## src/rtl/bypass_ctrl_pkg.sv

```systemverilog
// rtl/bypass_ctrl_pkg.sv - shared bypass select codes, stage metadata and match helper
package bypass_ctrl_pkg;

  localparam int REG_AW = 5;

  localparam logic [1:0] BYP_RF  = 2'd0;
  localparam logic [1:0] BYP_MEM = 2'd1;
  localparam logic [1:0] BYP_WB  = 2'd2;

  typedef struct packed {
    logic              valid;
    logic [REG_AW-1:0] rd;
    logic              regwen;
    logic              memread;
  } stage_meta_t;

  // x0 is hardwired zero, so it never counts as a producer
  function automatic logic writes_reg(stage_meta_t s, logic [REG_AW-1:0] r);
    return s.valid & s.regwen & (s.rd == r) & (r != '0);
  endfunction

endpackage

```

## src/rtl/bypass_sel.sv

```systemverilog
// rtl/bypass_sel.sv - operand bypass select for one source register
module bypass_sel
  import bypass_ctrl_pkg::*;
(
  input  logic [REG_AW-1:0] src,
  input  logic              use_src,
  input  stage_meta_t       x_meta,
  input  stage_meta_t       m_meta,
  output logic [1:0]        sel
);

  // X is checked first so the youngest producer wins
  always_comb begin
    sel = BYP_RF;
    if (use_src && writes_reg(x_meta, src)) begin
      sel = BYP_MEM;
    end else if (use_src && writes_reg(m_meta, src)) begin
      sel = BYP_WB;
    end
  end

endmodule

```

## src/rtl/bypass_ctrl.sv

```systemverilog
// rtl/bypass_ctrl.sv - hazard, forwarding and flush control for the 5-stage pipeline
module bypass_ctrl #(
  parameter int REG_AW = 5,
  parameter int CNT_W  = 32
) (
  input  logic              clock,
  input  logic              reset,
  input  logic              d_valid,
  input  logic [REG_AW-1:0] d_rs1,
  input  logic [REG_AW-1:0] d_rs2,
  input  logic              d_use_rs1,
  input  logic              d_use_rs2,
  input  logic [REG_AW-1:0] d_rd,
  input  logic              d_regwen,
  input  logic              d_memread,
  input  logic              x_br_taken,
  output logic [1:0]        ASelBypass,
  output logic [1:0]        BSelBypass,
  output logic              stall,
  output logic              flush,
  output logic              d_wb_fwd_rs1,
  output logic              d_wb_fwd_rs2,
  output logic [CNT_W-1:0]  stall_count
);

  import bypass_ctrl_pkg::*;

  stage_meta_t      x_q, x_d;
  stage_meta_t      m_q, m_d;
  stage_meta_t      w_q, w_d;
  logic [1:0]       asel_q, asel_d;
  logic [1:0]       bsel_q, bsel_d;
  logic [CNT_W-1:0] stall_count_q, stall_count_d;

  logic       load_use;
  logic [1:0] a_sel_raw;
  logic [1:0] b_sel_raw;

  bypass_sel u_sel_a (
    .src     (d_rs1),
    .use_src (d_use_rs1),
    .x_meta  (x_q),
    .m_meta  (m_q),
    .sel     (a_sel_raw)
  );

  bypass_sel u_sel_b (
    .src     (d_rs2),
    .use_src (d_use_rs2),
    .x_meta  (x_q),
    .m_meta  (m_q),
    .sel     (b_sel_raw)
  );

  always_comb begin
    load_use = d_valid & x_q.valid & x_q.memread & (x_q.rd != '0) &
               ((d_use_rs1 & (d_rs1 == x_q.rd)) | (d_use_rs2 & (d_rs2 == x_q.rd)));
    flush    = x_br_taken;
    stall    = load_use & ~x_br_taken;

    d_wb_fwd_rs1 = d_use_rs1 & writes_reg(w_q, d_rs1);
    d_wb_fwd_rs2 = d_use_rs2 & writes_reg(w_q, d_rs2);

    w_d = m_q;
    m_d = x_q;

    x_d.valid   = d_valid & ~stall & ~flush;
    x_d.rd      = d_rd;
    x_d.regwen  = d_regwen;
    x_d.memread = d_memread;

    // a bubble entering X must never steer the execute muxes
    asel_d = x_d.valid ? a_sel_raw : BYP_RF;
    bsel_d = x_d.valid ? b_sel_raw : BYP_RF;

    stall_count_d = stall_count_q + CNT_W'(stall);
  end

  always_ff @(posedge clock or negedge reset) begin
    if (!reset) begin
      x_q           <= '0;
      m_q           <= '0;
      w_q           <= '0;
      asel_q        <= BYP_RF;
      bsel_q        <= BYP_RF;
      stall_count_q <= '0;
    end else begin
      x_q           <= x_d;
      m_q           <= m_d;
      w_q           <= w_d;
      asel_q        <= asel_d;
      bsel_q        <= bsel_d;
      stall_count_q <= stall_count_d;
    end
  end

  assign ASelBypass  = asel_q;
  assign BSelBypass  = bsel_q;
  assign stall_count = stall_count_q;

endmodule

```

## config.mk

```make
export PLATFORM = sky130hd
export DESIGN_NAME = bypass_ctrl
export DESIGN_NICKNAME = d
export VERILOG_FILES = /design/src/rtl/bypass_ctrl_pkg.sv /design/src/rtl/bypass_sel.sv /design/src/rtl/bypass_ctrl.sv
export SDC_FILE = /design/constraint.sdc
export NUM_CORES = 1
export LEC_CHECK = 0
export BUFFER_PORTS_ARGS = -buffer_cell sky130_fd_sc_hd__buf_2
export CAP_MARGIN = 40
export CORE_ASPECT_RATIO = 0.5
export CORE_MARGIN = 4
export CORE_UTILIZATION = 45
export DETAILED_ROUTE_END_ITERATION = 10
export PLACE_DENSITY = 0.69
export SYNTH_ARGS = -nofsm -noshare
export SYNTH_HDL_FRONTEND = slang
export SYNTH_SLANG_ARGS = --single-unit
```

## constraint.sdc

```tcl
create_clock -name clock -period 5.8 [get_ports clock]
set_input_delay 0 -clock clock [delete_from_list [all_inputs] [get_ports clock]]
set_output_delay 0 -clock clock [all_outputs]
set_load 0.02 [all_outputs]
```

==> results of run 1 <==
## repair_timing
action | in CTS | in global routing
endpoints found under the hold margin | 65 | 0
hold buffers | 8 | 0
setup buffers | 0 | 0
## power breakdown
group / total (uW) / switching [uW] / internal [uW] / leakage (uW)
clock network: 526 / 162 / 363 / 0.000152
logic: 57.0 / 30.9 / 26.1 / 0.000727
registers: 422 / 7.83 / 414 / 0.000763
total: 1000 / 201 / 804 / 0.00164
## cell families (layout without fill, tap and decap cells)
| group | Yosys count | count (layout) | synth area share |
|---|---|---|---|
| simple gates | 78 | 78 | 0.193 |
| xor+xnor | 60 | 60 | 0.200 |
| flops | 58 | 58 | 0.553 |
| compound gates | 9 | 9 | 0.0310 |
| buf+inv | 6 | 89 | 0.0129 |
| fa+ha+maj | 2 | 2 | 0.00954 |
## layer usage
layer | up-vias | wire length (um)
li1 | 913 | -
met3 | 5 | 312
met2 | 52 | 2720
met5 | - | 0
met4 | 0 | 48
met1 | 952 | 2590
## registers in the layout, summed over array words and instances (netlist names)
register and count:
m_q 7, m_d 8, stall_count 32, w_q 7, ASelBypass 2, BSelBypass 2
## synthesized netlist by cell type, types with 3 or more instances
cell / n
and3_1: 4
dfrtp_1: 58
inv_1: 3
nand2_1: 15
nand3_1: 16
nand4_1: 17
nor2_1: 4
nor4_1: 5
nor4_4: 3
or4_1: 3
xnor2_1: 51
xor2_1: 9
## worst min path at each step
| stage | start | end | cells after the start |
|---|---|---|---|
| 3_3_place_gp | d_regwen | m_d[1]$_DFF_PN0_ | 1 |
| 3_5_place_dp | d_rd[1] | m_d[3]$_DFF_PN0_ | 1 |
| 4_1_cts | x_br_taken | m_d[7]$_DFF_PN0_ | 3 |
| 6_report | x_br_taken | m_d[7]$_DFF_PN0_ | 3 |
| 5_1_grt | x_br_taken | m_d[7]$_DFF_PN0_ | 3 |
| 2_1_floorplan | reset | ASelBypass[0]$_DFF_PN0_ | 0 |
## critical path, stage by stage, from the launching register on
cell and delay, ns:
dfrtp_1 0.41, xnor2_1 0.17, nand3_1 0.18, o22ai_1 0.42, and3_1 0.24, ha_1 0.20, ha_1 0.27, inv_1 0.08
nor4_1 0.69, nand3_1 0.19, xnor2_1 0.17
## area by class of cell
| type | instances | area [um2] | share of cell area |
|---|---|---|---|
| timing repair buffer | 71 | 398 | 0.117 |
| multi-input combinational | 149 | 1140 | 0.335 |
| sequential | 58 | 1450 | 0.427 |
| tap | 73 | 91.3 | 0.0269 |
| clock buffer | 13 | 270 | 0.0796 |
| clock inverter | 2 | 35.0 | 0.0103 |
| inverter | 3 | 11.3 | 0.00332 |
## stage by stage
step	cells	hold WS [ns]
after floorplan	213	-0.296
after global placement	346	0.109
after detailed placement	346	0.111
after CTS	369	0.0200
after global routing	369	0.0320
final	369	0.0331
==> flow_summary.ini, run 1 <==
[worst_setup_path]
rr_endpoint = stall_count[30]$_DFF_PN0_
end_kind = register
rrSetupSlack_ns = 2.66
startpoint = m_d[5]$_DFF_PN0_
arrival_ns = 3.34
rr_startpoint = m_d[5]$_DFF_PN0_
path_class = reg2reg
endpoint = stall_count[30]$_DFF_PN0_
crit_required_ns = 6.00
cp_max_fo = 5
worst-r2r-cell-count = 10
worst_setup_path_start_kind = register

[detailed_routing]
wirelength_um = 5680
via_count = 1922
drt-initial-drc-count = 70
dr.pass1.iters = 4
drc = 0
vias_per_cell = 5.21
ant_nets = 0
wl_per_cell_um = 15.4

[yosys]
synthArstFlopShare = 1.00
synthTopCellsByArea = dfrtp_1, xnor2_1, nand4_1
ys_types = 31
yosys_warnings = 0
netlist_area_mm2 = 0.00262
synthCells = 213
yosys.area.top_type = dfrtp_1
synth_flop_cell = dfrtp_1
synth-edff-count = 0
syn_nets = 238
synth_area_per_cell_um2 = 12.3
synth_top_area_share = 0.553
ys_ff_latch = 58
synth-seq-area-share = 0.553

[finish]
final_core_util = 0.610
nets = 317
antennaDiodeCount = 0
design_area_mm2 = 0.00340
area_growth_pct = 29.4
final_common_cell = buf_2
fillerInstances = 453
final_cell_mix = buf_2, dfrtp_1, xnor2_1
drive_above_1_share = 0.311

[timing]
fin_ws_ns = 2.66
skew_ns = 0.00765
hold_violations = 0
fin_setup_tns_ns = 0
slew_viol_final = 0
period_needed_ns = 3.14
maxSlewHeadroom = 0.478
fmax_mhz = 318
tightest_slew_ns = 0.777
fin_crit_sh = 0.542
setup_viol = 0
rsz0062_at_grt = no

[run]
cap_violations = 0

[floorplanning]
io_pins = 63
rows = 19
die_w_um = 116
die-area_mm2 = 0.00719
start_util = 0.472
core_mm2 = 0.00556
dieHeight_um = 62.0

[status]
status = completed

[global_route]
grt-busiest-layer = met2
grtUsageTotal = 0.175
use_met2 = 0.286
grt_use_met1 = 0.224
grt_pass1_wl_um = 9410
grt_pass1_vias = 1940
antenna_found_initial = 0
grt_overflow_total = 0
grt_max_degree = 59
met3_usage = 0.0590

[hold_path]
hold_class = in2reg

[clock_tree]
cts_tree = built
post_cts_resized = 0
cts_buffers = 9
clk_path_buf_depth = 2
cts.sinks = 58
clk_latency_ns = 0.32
htreeDepth = 3
clkSlewWorstSetupHoldPaths_ns = 0.05
cts_root_buf = clkbuf_16

[placed_design]
postPlaceCellArea_mm2 = 0.00301
pre_cts_slack_ns = 2.67
gp_congestion = 0.888
dp_hpwl_um = 4150
io_buffers = 62

[pwr]
powerDensity_mw_per_mm2 = 296
leakage_uw = 0.00164
p_total_uw = 1000
vdd_drop_max_v = 0.000168
Note: power is estimated with default switching activity, not from simulation.
==> inputs of run 2 (changes only) <==
Settings changed: ABC_AREA set to 1, PLACE_DENSITY 0.69 to 0.7.
Clock period 5.8 ns to 2.6 ns, I/O delays scaled along.
==> run 2 against run 1 <==
Against the previous run: sequential power rose by 120%; via count up 31%; routed wire length increased by 25%; worst hold slack gained 0.0072 ns; clock power rose by 120%; non-clock buffer count rose by 1; register-to-register slack lost 2.4 ns; maximum frequency rose by 35%; largest power group unchanged.
==> flow_summary.ini, run 2 <==
[worst_setup_path]
path_class = reg2reg
worst_setup_path_start_kind = register
crit_required_ns = 2.80
arrival_ns = 2.53
cp_max_fo = 4
end_kind = register

[placed_design]
io_buffers = 62
gp_congestion = 0.937
dp_hpwl_um = 5410
place.detailed.instances = 505

[floorplanning]
die-area_mm2 = 0.00816
dieHeight_um = 65.9
core_mm2 = 0.00628
start_util = 0.480
die_w_um = 124
rows = 20
io_pins = 63

[timing]
maxSlewHeadroom = 0.662
tightest_slew_ns = 0.507
skew_ns = 0.00574
setup_viol = 0
hold_violations = 0
rsz0062_at_grt = no
fin_setup_tns_ns = 0
period_needed_ns = 2.32
fmax_mhz = 431
slew_viol_final = 0
fin_crit_sh = 0.893

[yosys]
synthTopCellsByArea = dfrtp_1, nand2_1, xor2_1
yosys_warnings = 0
synth_top_area_share = 0.481
synth-edff-count = 0
synthCells = 355
synthArstFlopShare = 1.00
netlist_area_mm2 = 0.00302
syn_nets = 380
synth_flop_cell = dfrtp_1
yosysMostFrequentCell = nand2_1
synth-seq-area-share = 0.481
synthTopCellsByCount = nand2_1, dfrtp_1, nor2_1
yosys.area.top_type = dfrtp_1
synth_area_per_cell_um2 = 8.50
ys_ff_latch = 58
ys_types = 28

[finish]
final_cells = 530
area_growth_pct = 27.1
fillerInstances = 570
drive_above_1_share = 0.247
antennaDiodeCount = 0
final_common_cell = nand2_1
final_cell_mix = nand2_1, buf_2, dfrtp_1
final_core_util = 0.611
largest_register_ffs = 32
nets = 462

[run]
cap_violations = 0

[pwr]
leakage_uw = 0.00194
vdd_drop_max_v = 0.000254
powerDensity_mw_per_mm2 = 586

[status]
status = completed

[detailed_routing]
ant_nets = 0
wl_per_cell_um = 13.4
via_count = 2527
drt-initial-drc-count = 194
dr.pass1.iters = 4
drc = 0
vias_per_cell = 4.77
wirelength_um = 7090

[global_route]
grtUsageTotal = 0.193
antenna_found_initial = 0
grt_max_degree = 37
grt_pass1_vias = 2447
grt_overflow_total = 0
grt_pass1_wl_um = 11900

[clock_tree]
clk_latency_ns = 0.33
cts_root_buf = clkbuf_16
clkSlewWorstSetupHoldPaths_ns = 0.05
clk_path_buf_depth = 2
htreeDepth = 3
cts.sinks = 58
cts_tree = built
cts_buffers = 9

[hold_path]
hold_class = in2reg
## run 2: cell count changes in the layout (fill, tap and decap cells not counted), moves of 5 or more
cell,delta
nor2_1,+44
nand3_1,-5
nand2_1,+88
nor4_1,-5
xnor2_1,-35
inv_1,+31
nor2_2,+6
nor3_1,+9
nand4_1,-8
xor2_1,+12
## run 2: logic make-up after synthesis
kind of cell | after synthesis | share of synthesized area
AND/OR/NAND/NOR | 210 | 0.332
adder cells (fa/ha/maj) | 2 | 0.00829
AO/OA/AOI/OAI | 10 | 0.0191
flip-flops | 58 | 0.481
XOR/XNOR | 38 | 0.113
buffers and inverters | 37 | 0.0473
## run 2: cell type report
class                   count  area [um2]  share of cell area
flip-flops and latches     58        1450               0.378
multi-input cells         260        1430               0.373
repair buffers             72         405               0.106
clock buffers              10         239              0.0623
inverters                  36         135              0.0352
well taps                  88         110              0.0287
clock inverters             6        65.1              0.0170
## run 2: layer usage
layer	wire length [um]	global-route usage	vias to the layer above
li1	-	-	1279
met1	3260	0.253	1181
met2	3330	0.311	59
met3	406	0.0556	8
met4	90	0.0607	0
met5	0	0	-
## run 2: what timing repair did
action / CTS / global route
hold buffers: 8 / 0
resized for setup: 0 / 2
setup buffers: 0 / 1
endpoints found under the setup margin: 0 / 2
hold endpoints to repair: 29 / 0
## run 2: final timing paths
check | to | slack [ns] | startpoint | cells past startpoint
worst min-delay path | ASelBypass[0]$_DFF_PN0_ | 0.04 | x_br_taken | 4
min in group asynchronous | stall_count[12]$_DFF_PN0_ | 0.18 | reset | 2
worst max-delay path | stall_count[18]$_DFF_PN0_ | 0.28 | m_d[3]$_DFF_PN0_ | 15
worst max register to register | stall_count[18]$_DFF_PN0_ | 0.28 | m_d[3]$_DFF_PN0_ | 15
max in group asynchronous | m_q[1]$_DFF_PN0_ | 1.61 | reset | 3
worst min register to register | m_q[4]$_DFF_PN0_ | 0.37 | m_d[4]$_DFF_PN0_ | 0
## run 2: stage by stage
stage | instance area [um2] | setup WS (ns) | hold WS [ns] | power [uW]
2_1_floorplan | 3020 | 0.378 | -0.296 | 1010
3_3_place_gp | 3440 | 0.307 | 0.00316 | 1070
3_5_place_dp | 3440 | 0.259 | -0.000863 | 1070
4_1_cts | 3820 | 0.233 | 0.0351 | 2270
5_1_grt | 3830 | 0.0335 | 0.0779 | 2330
6_report | 3830 | 0.278 | 0.0402 | 2250
## run 2: power breakdown
part	total [uW]	internal (uW)	switching, uW
clock network	1180	767	413
logic	127	51.0	75.6
registers	939	923	15.8
total	2250	1740	504
## run 2: critical path: stages, from the launching register on
cell and delay (ns):
dfrtp_1 0.38, inv_1 0.09, nand2_1 0.06, nand2_1 0.05, nor2_1 0.10, nand3_1 0.11
nand2_1 0.08, nand2_1 0.06, inv_1 0.07, ha_2 0.22, ha_2 0.22, nand3_2 0.13
nor2_4 0.22, buf_4 0.15, nand4_1 0.10, xnor2_1 0.15
